===== config.mk =====
export PLATFORM = sky130hd
export DESIGN_NAME = bus_demux4
export DESIGN_NICKNAME = d
export VERILOG_FILES = /design/src/rtl/bus_demux4.sv
export SDC_FILE = /design/constraint.sdc
export NUM_CORES = 1
export LEC_CHECK = 0
export CORE_AREA = 3 3 121 123
export DETAILED_ROUTE_END_ITERATION = 10
export DIE_AREA = 0 0 124 126
export PLACE_DENSITY = 0.79
export SLEW_MARGIN = 40
export SYNTH_ARGS = -nofsm -noshare
export SYNTH_HDL_FRONTEND = slang
export SYNTH_SLANG_ARGS = --single-unit

===== constraint.sdc =====
create_clock -name clk -period 2.9 [get_ports clk]
set_input_delay 0.58 -clock clk [delete_from_list [all_inputs] [get_ports clk]]
set_output_delay 0.58 -clock clk [all_outputs]
set_load 0.02 [all_outputs]

===== src/rtl/bus_demux4.sv =====
// bus_demux4: routes one CPU data-memory request to one of four memory-mapped slaves
// Optional feature: define BUS_DEMUX_TIMEOUT_EN to abort an unanswered ISSUE after TIMEOUT cycles
// Ports:
//   clk, rst            clock (rising edge), synchronous active-high reset
//   req_valid/req_ready CPU request handshake; req_ready is high only in IDLE
//   req_we/addr/wdata/be CPU request fields, latched on acceptance
//   resp_valid          one-cycle response strobe
//   resp_rdata/resp_err response data/error, held until the next response
//   s_valid             one-hot request strobe to the slave selected by addr[SEL_LO+1:SEL_LO]
//   s_ready             per-slave accept; only the selected slave's bit is used
//   s_we/s_be/s_addr/s_wdata latched request fields shared by all slaves
//   s_rdata             packed slave read data, slave i on [W*i +: W]
module bus_demux4 #(
    parameter int         W        = 32,
    parameter int         SEL_LO   = 28,
    parameter logic [3:0] MAP_MASK = 4'b1111,
    parameter int         TIMEOUT  = 64
) (
    input  logic           clk,
    input  logic           rst,
    input  logic           req_valid,
    output logic           req_ready,
    input  logic           req_we,
    input  logic [W-1:0]   req_addr,
    input  logic [W-1:0]   req_wdata,
    input  logic [3:0]     req_be,
    output logic           resp_valid,
    output logic [W-1:0]   resp_rdata,
    output logic           resp_err,
    output logic [3:0]     s_valid,
    input  logic [3:0]     s_ready,
    output logic           s_we,
    output logic [3:0]     s_be,
    output logic [W-1:0]   s_addr,
    output logic [W-1:0]   s_wdata,
    input  logic [4*W-1:0] s_rdata
);
    typedef enum logic [1:0] {IDLE, ISSUE, RESP} state_t;
    state_t       state, nxt;
    logic [1:0]   idx;
    logic [1:0]   req_idx;
    logic         hit;
    logic         expired;
    logic [W-1:0] rd [4];
    assign req_idx = req_addr[SEL_LO+1:SEL_LO];
    assign hit     = s_ready[idx];
    for (genvar i = 0; i < 4; i++) begin : g_rd
        assign rd[i] = s_rdata[W*i +: W];
    end
`ifdef BUS_DEMUX_TIMEOUT_EN
    localparam int CW = $clog2(TIMEOUT + 1);
    logic [CW-1:0] cnt;
    // Held at zero outside ISSUE so it starts from zero on every entry.
    always_ff @(posedge clk)
        cnt <= (rst || state != ISSUE) ? '0 : cnt + 1'b1;
    assign expired = cnt == CW'(TIMEOUT - 1);
`else
    assign expired = 1'b0;
`endif
    always_ff @(posedge clk)
        state <= rst ? IDLE : nxt;
    always_comb begin
        nxt = state;
        case (state)
            IDLE:    nxt = req_valid ? (MAP_MASK[req_idx] ? ISSUE : RESP) : IDLE;
            ISSUE:   nxt = (hit || expired) ? RESP : ISSUE;
            default: nxt = IDLE;
        endcase
    end
    always_comb begin
        req_ready  = state == IDLE;
        resp_valid = state == RESP;
        s_valid    = (state == ISSUE) ? 4'b0001 << idx : 4'b0000;
    end
    // Response fields are loaded only when entering RESP, so they hold between responses.
    always_ff @(posedge clk) begin
        if (rst) begin
            idx        <= '0;
            s_we       <= 1'b0;
            s_be       <= '0;
            s_addr     <= '0;
            s_wdata    <= '0;
            resp_err   <= 1'b0;
            resp_rdata <= '0;
        end else if (state == IDLE && req_valid) begin
            idx     <= req_idx;
            s_we    <= req_we;
            s_be    <= req_be;
            s_addr  <= req_addr;
            s_wdata <= req_wdata;
            if (!MAP_MASK[req_idx]) begin
                resp_err   <= 1'b1;
                resp_rdata <= '0;
            end
        end else if (state == ISSUE && (hit || expired)) begin
            resp_err   <= !hit;
            resp_rdata <= (hit && !s_we) ? rd[idx] : '0;
        end
    end
endmodule


== Yosys cells after proc, flatten, opt, wreduce, memory -nomap -nowiden ==
Index checks and enable logic that the tools add are counted.

* Word-level logic and storage cells: 43
* Flip-flop bits (word level): 106
* Output and inout bits: 108
* Input bits: 204

* Reduce and logical (&&, ||, !) cells: 8
* Mux-type cells: 19
* Shift operators: 1
* Magnitude comparators: 3
* Eq/ne operators: 3
* Bitwise operators: 1

{| class="wikitable"
|+ Operator list
! operator !! count
|-
| $mux 32 || 6
|-
| $bmux 32 s2 || 1
|-
| $lt 2x3->1 const B || 2
|-
| $mux 2 || 3
|-
| $mux 1 || 5
|-
| $bmux 1 s2 || 2
|-
| $mux 4 || 1
|-
| $pmux 2 s2 || 1
|-
| $shl 1x2->4 const A || 1
|-
| $ge 3x3->1 const B || 1
|-
| $logic_and 1x1->1 || 3
|-
| $not 2->3 || 1
|-
| $eq 2x1->1 const B || 1
|-
| $eq 2x2->1 const B || 1
|-
| $logic_not 1->1 || 2
|-
| $logic_not 2->1 || 1
|-
| $ne 2x2->1 const B || 1
|-
| $reduce_and 2->1 || 1
|-
| $reduce_bool 2->1 || 1
|}

== Depth between registers and ports, before layout ==
* Word-level depth: 7
* Depth in mapped cells: 5
* Gate-level depth less buffers: 3

== Worst setup path after synthesis ==
No wires, ideal clock.

* Path kind: register -> output
* From: reg s_addr[28] (netlist name)
* To: out s_valid[0]
* Setup slack: 1.030 ns
* Data arrival time: 1.290 ns
* Cell stages (with the launch flop): 4
* Cells stage by stage: dfxtp_1 -> buf_4 -> buf_6 -> nor3b_1

{| class="wikitable"
|+ RTL lines
! item !! RTL line !! text
|-
| end: declaration || 30 || <nowiki>output logic [3:0] s_valid,</nowiki>
|}

== Worst setup path in the final report ==
* From: reg state[0]
* To: out s_valid[0]

* Word-level cells in the longest chain between the ends: 2

{| class="wikitable"
|+ Ends and longest elaborated chain
! item !! RTL line !! text
|-
| start: declaration || 39 || <nowiki>state_t state, nxt;</nowiki>
|-
| start signal: assignment || 61 || <nowiki>state <= rst ? IDLE : nxt;</nowiki>
|-
| $eq 2x1->1 || 73 || <nowiki>s_valid = (state == ISSUE) ? 4'b0001 << idx : 4'b0000;</nowiki>
|-
| $mux 4 || 73 ||
|}

No other way between the ends.

==> impl_metrics.ini <==
[status]
status = finished clean

[critical_path]
max_stage_delay_ps = 670
endpoint = s_valid[0]
critical_path_depth = 3
rrSetupSlack_ps = 910
crit_required_ps = 2320
path_buf_inv = 1
cpLargestDelayFamily = buffers and inverters
r2r_cells = 4
endpoint_kind = output port
r2r_end = resp_rdata[8]
cp.arrival_ps = 2060
crit_chain = nor2b_1, nor3b_1, clkdlybuf4s50_1
crit_fanout = 6
startpoint_type = flop
r2r_start = s_addr[28]
critPathLaunch = state[0]
critical_path_class = flop to output port
crit_slowest_cell = clkdlybuf4s50_1

[global_routing]
grt_use_met1 = 0.243
met2_usage = 0.350
grt_use_total = 0.204
busiest_layer = met2
antenna_found_initial = 1
grt_overflow_total = 0
grt_pass1_vias = 4490
grt_pass1_wl_um = 24500
use_met3 = 0.0651
grt_start_max_net_pins = 103

[floorplanning]
start_util = 0.341
die_w_um = 124
coreArea_mm2 = 0.0138
ios = 312
dieArea_mm2 = 0.0156
die_y_um = 126
rows = 43

[clocking]
hold_buffers = 0
numCtsBuffers = 9
cts_max_level = 3
cts_tree = built
clock_sinks = 104
max-clock-path-buffers = 2
clkLatencyLatePin_ps = 340
clockRootBuffer = clkbuf_16
postCtsResizedCells = 0
cts_setup_buffers = 0
clkTransAtPathRegs_ps = 70

[sta]
setup_viol_count_final = 0
finalCritPeriodShare = 0.909
post-route-min-period_ps = 2640
drv_slew = 0
setup-tns-final_ps = 0
finalHoldViolCount = 0
tightest_slew_ps = 596
skew_ps = 4.89
rsz0062_at_grt = no
hold-worst-slack_ps = 453
max_slew_margin = 0.603
fmax_mhz = 379

[power_and_ir_drop]
ir_worst_vdd_uv = 344
p_clk_frac = 0.302
power_frac_seq = 0.434
p_sw_w = 0.000966
p_sw_frac = 0.268
powerDensity_mw_per_mm2 = 441
internal-power_w = 0.00264
p_leak_nw = 3.07
combPwrFrac = 0.264

[route]
drcViolationCount = 0
vias = 4687
drtIter0Drc = 230
routedWlPerCell_um = 16.9
drtAntennaViolNets = 0
totalWireLength_um = 16500
drtPass1Iterations = 4
avgViaCountPerCell = 4.82

[finish]
drive_gt1_frac = 0.0770
antenna_cells = 0
areaGrowthSynthToFinish_pct = 73.8
nets = 992

[run]
max_cap_violations = 0

[logic_synthesis]
synthAdderAreaFrac = 0
synth_compound_area_frac = 0.0745
synthMuxAreaShare = 0.226
synthDistinctLibCells = 20
ys_ff_latch = 104
synthesis.nets = 704
syn_area_mm2 = 0.00470
yosys.area_share.simple = 0.208
synth-warning-count = 0
synthXorXnorAreaFrac = 0
ys_seq_area_frac = 0.443
synthCells = 500
postSynthAreaPerCell_um2 = 9.40
synth_top_family_by_area = multiplexers

[placement]
post-dp-hpwl_um = 12400
place.port_buffers = 311
gp_congestion = 0.766

[hold_path]
hold_class = flop to flop
[power groups by stage]
| stage | sequential (W) | combinational [W] | clock (W) |
|---|---|---|---|
| after global placement | 0.00159 | 0.000951 | 0 |
| after floorplan | 0.00168 | 0.000351 | 0 |
| after detailed placement | 0.00160 | 0.000959 | 0 |
| final | 0.00156 | 0.000951 | 0.00109 |
| after global routing | 0.00158 | 0.00102 | 0.00118 |
| after CTS | 0.00156 | 0.000963 | 0.00113 |
[placed cells by master, fill, tap and decap left out, types with 2 or more instances in the layout]
cell / count
a21oi_1: 70
buf_12: 2
buf_4: 8
clkbuf_1: 3
clkbuf_16: 9
clkdlybuf4s50_1: 310
clkinv_2: 2
dfxtp_1: 102
dfxtp_2: 2
mux2i_1: 32
mux4_2: 33
nand2_1: 140
nand2b_1: 32
nand3_1: 32
nor2_1: 4
nor2b_1: 2
[how the worst min path moves through the flow]
| stage | endpoint | slack, ps | cells after the start | from |
|---|---|---|---|---|
| 4_1_cts | s_wdata[0] | 450 | 2 | s_wdata[0] |
| 5_1_grt | s_addr[0] | 470 | 2 | s_addr[0] |
| 2_1_floorplan | s_addr[31] | 530 | 2 | s_addr[31] |
| 6_report | s_wdata[16] | 450 | 2 | s_wdata[16] |
| 3_5_place_dp | s_wdata[0] | 450 | 2 | s_wdata[0] |
| 3_3_place_gp | s_be[0] | 440 | 2 | s_be[0] |
[cell type report]
class	instances	area, µm²
Clock buffer	12	236
Clock inverter	3	18.8
Fill cell	1244	5600
Multi-Input combinational cell	353	2400
Sequential cell	104	2080
Tap cell	180	225
Timing Repair Buffer	320	3200
[state kept, by name, indices dropped and copies added, names as in the netlist]
signal	cells
s_addr	32
state	2
s_wdata	32
s_we	1
resp_err	1
resp_rdata	32
s_be	4
[cells by family (layout without fill, tap and decap cells)]
family	after synthesis	count (layout)
DFF	104	104
buffers and inverters	43	335
AOI/OAI and AO/OA	70	70
muxes	65	65
and+or+nand+nor	218	218
[routing by layer]
layer,wire length (µm),vias up
li1,-,2280
met1,6460,2224
met2,8440,160
met3,1280,21
met4,263,2
met5,13,-
[cells in the mapped netlist, drive strengths merged]
master | number | area share
mux4 | 33 | 0.16
buf | 22 | 0.032
nand3 | 32 | 0.034
and3b | 1 | 0.0019
or3b | 2 | 0.0037
a21oi | 70 | 0.075
and3 | 1 | 0.0013
mux2i | 32 | 0.068
nor3b | 2 | 0.0043
nor2 | 5 | 0.0040
nand2 | 141 | 0.11
nand2b | 32 | 0.043
clkbuf | 21 | 0.017
dfxtp | 104 | 0.44
nor2b | 2 | 0.0027
[through the flow]
step | utilization | power (W) | std cells | cell area (µm²) | worst slack (ps)
detailed placement | 0.575 | 0.00256 | 957 | 7910 | 605
finish | 0.593 | 0.00360 | 972 | 8170 | 263
global route | 0.593 | 0.00377 | 972 | 8170 | 131
CTS | 0.593 | 0.00366 | 972 | 8170 | 220
floorplan | - | 0.00203 | 500 | 4700 | 1030
global placement | 0.575 | 0.00254 | 957 | 7910 | 650
[worst reg2reg max path, delay by kind of cell (launching register included)]
family        cells  cell delay (ps)
simple gates      1              100
mux               2              660
buf+inv           1              500
flops             1              610
No activity file was read; power rests on OpenSTA's default activity.
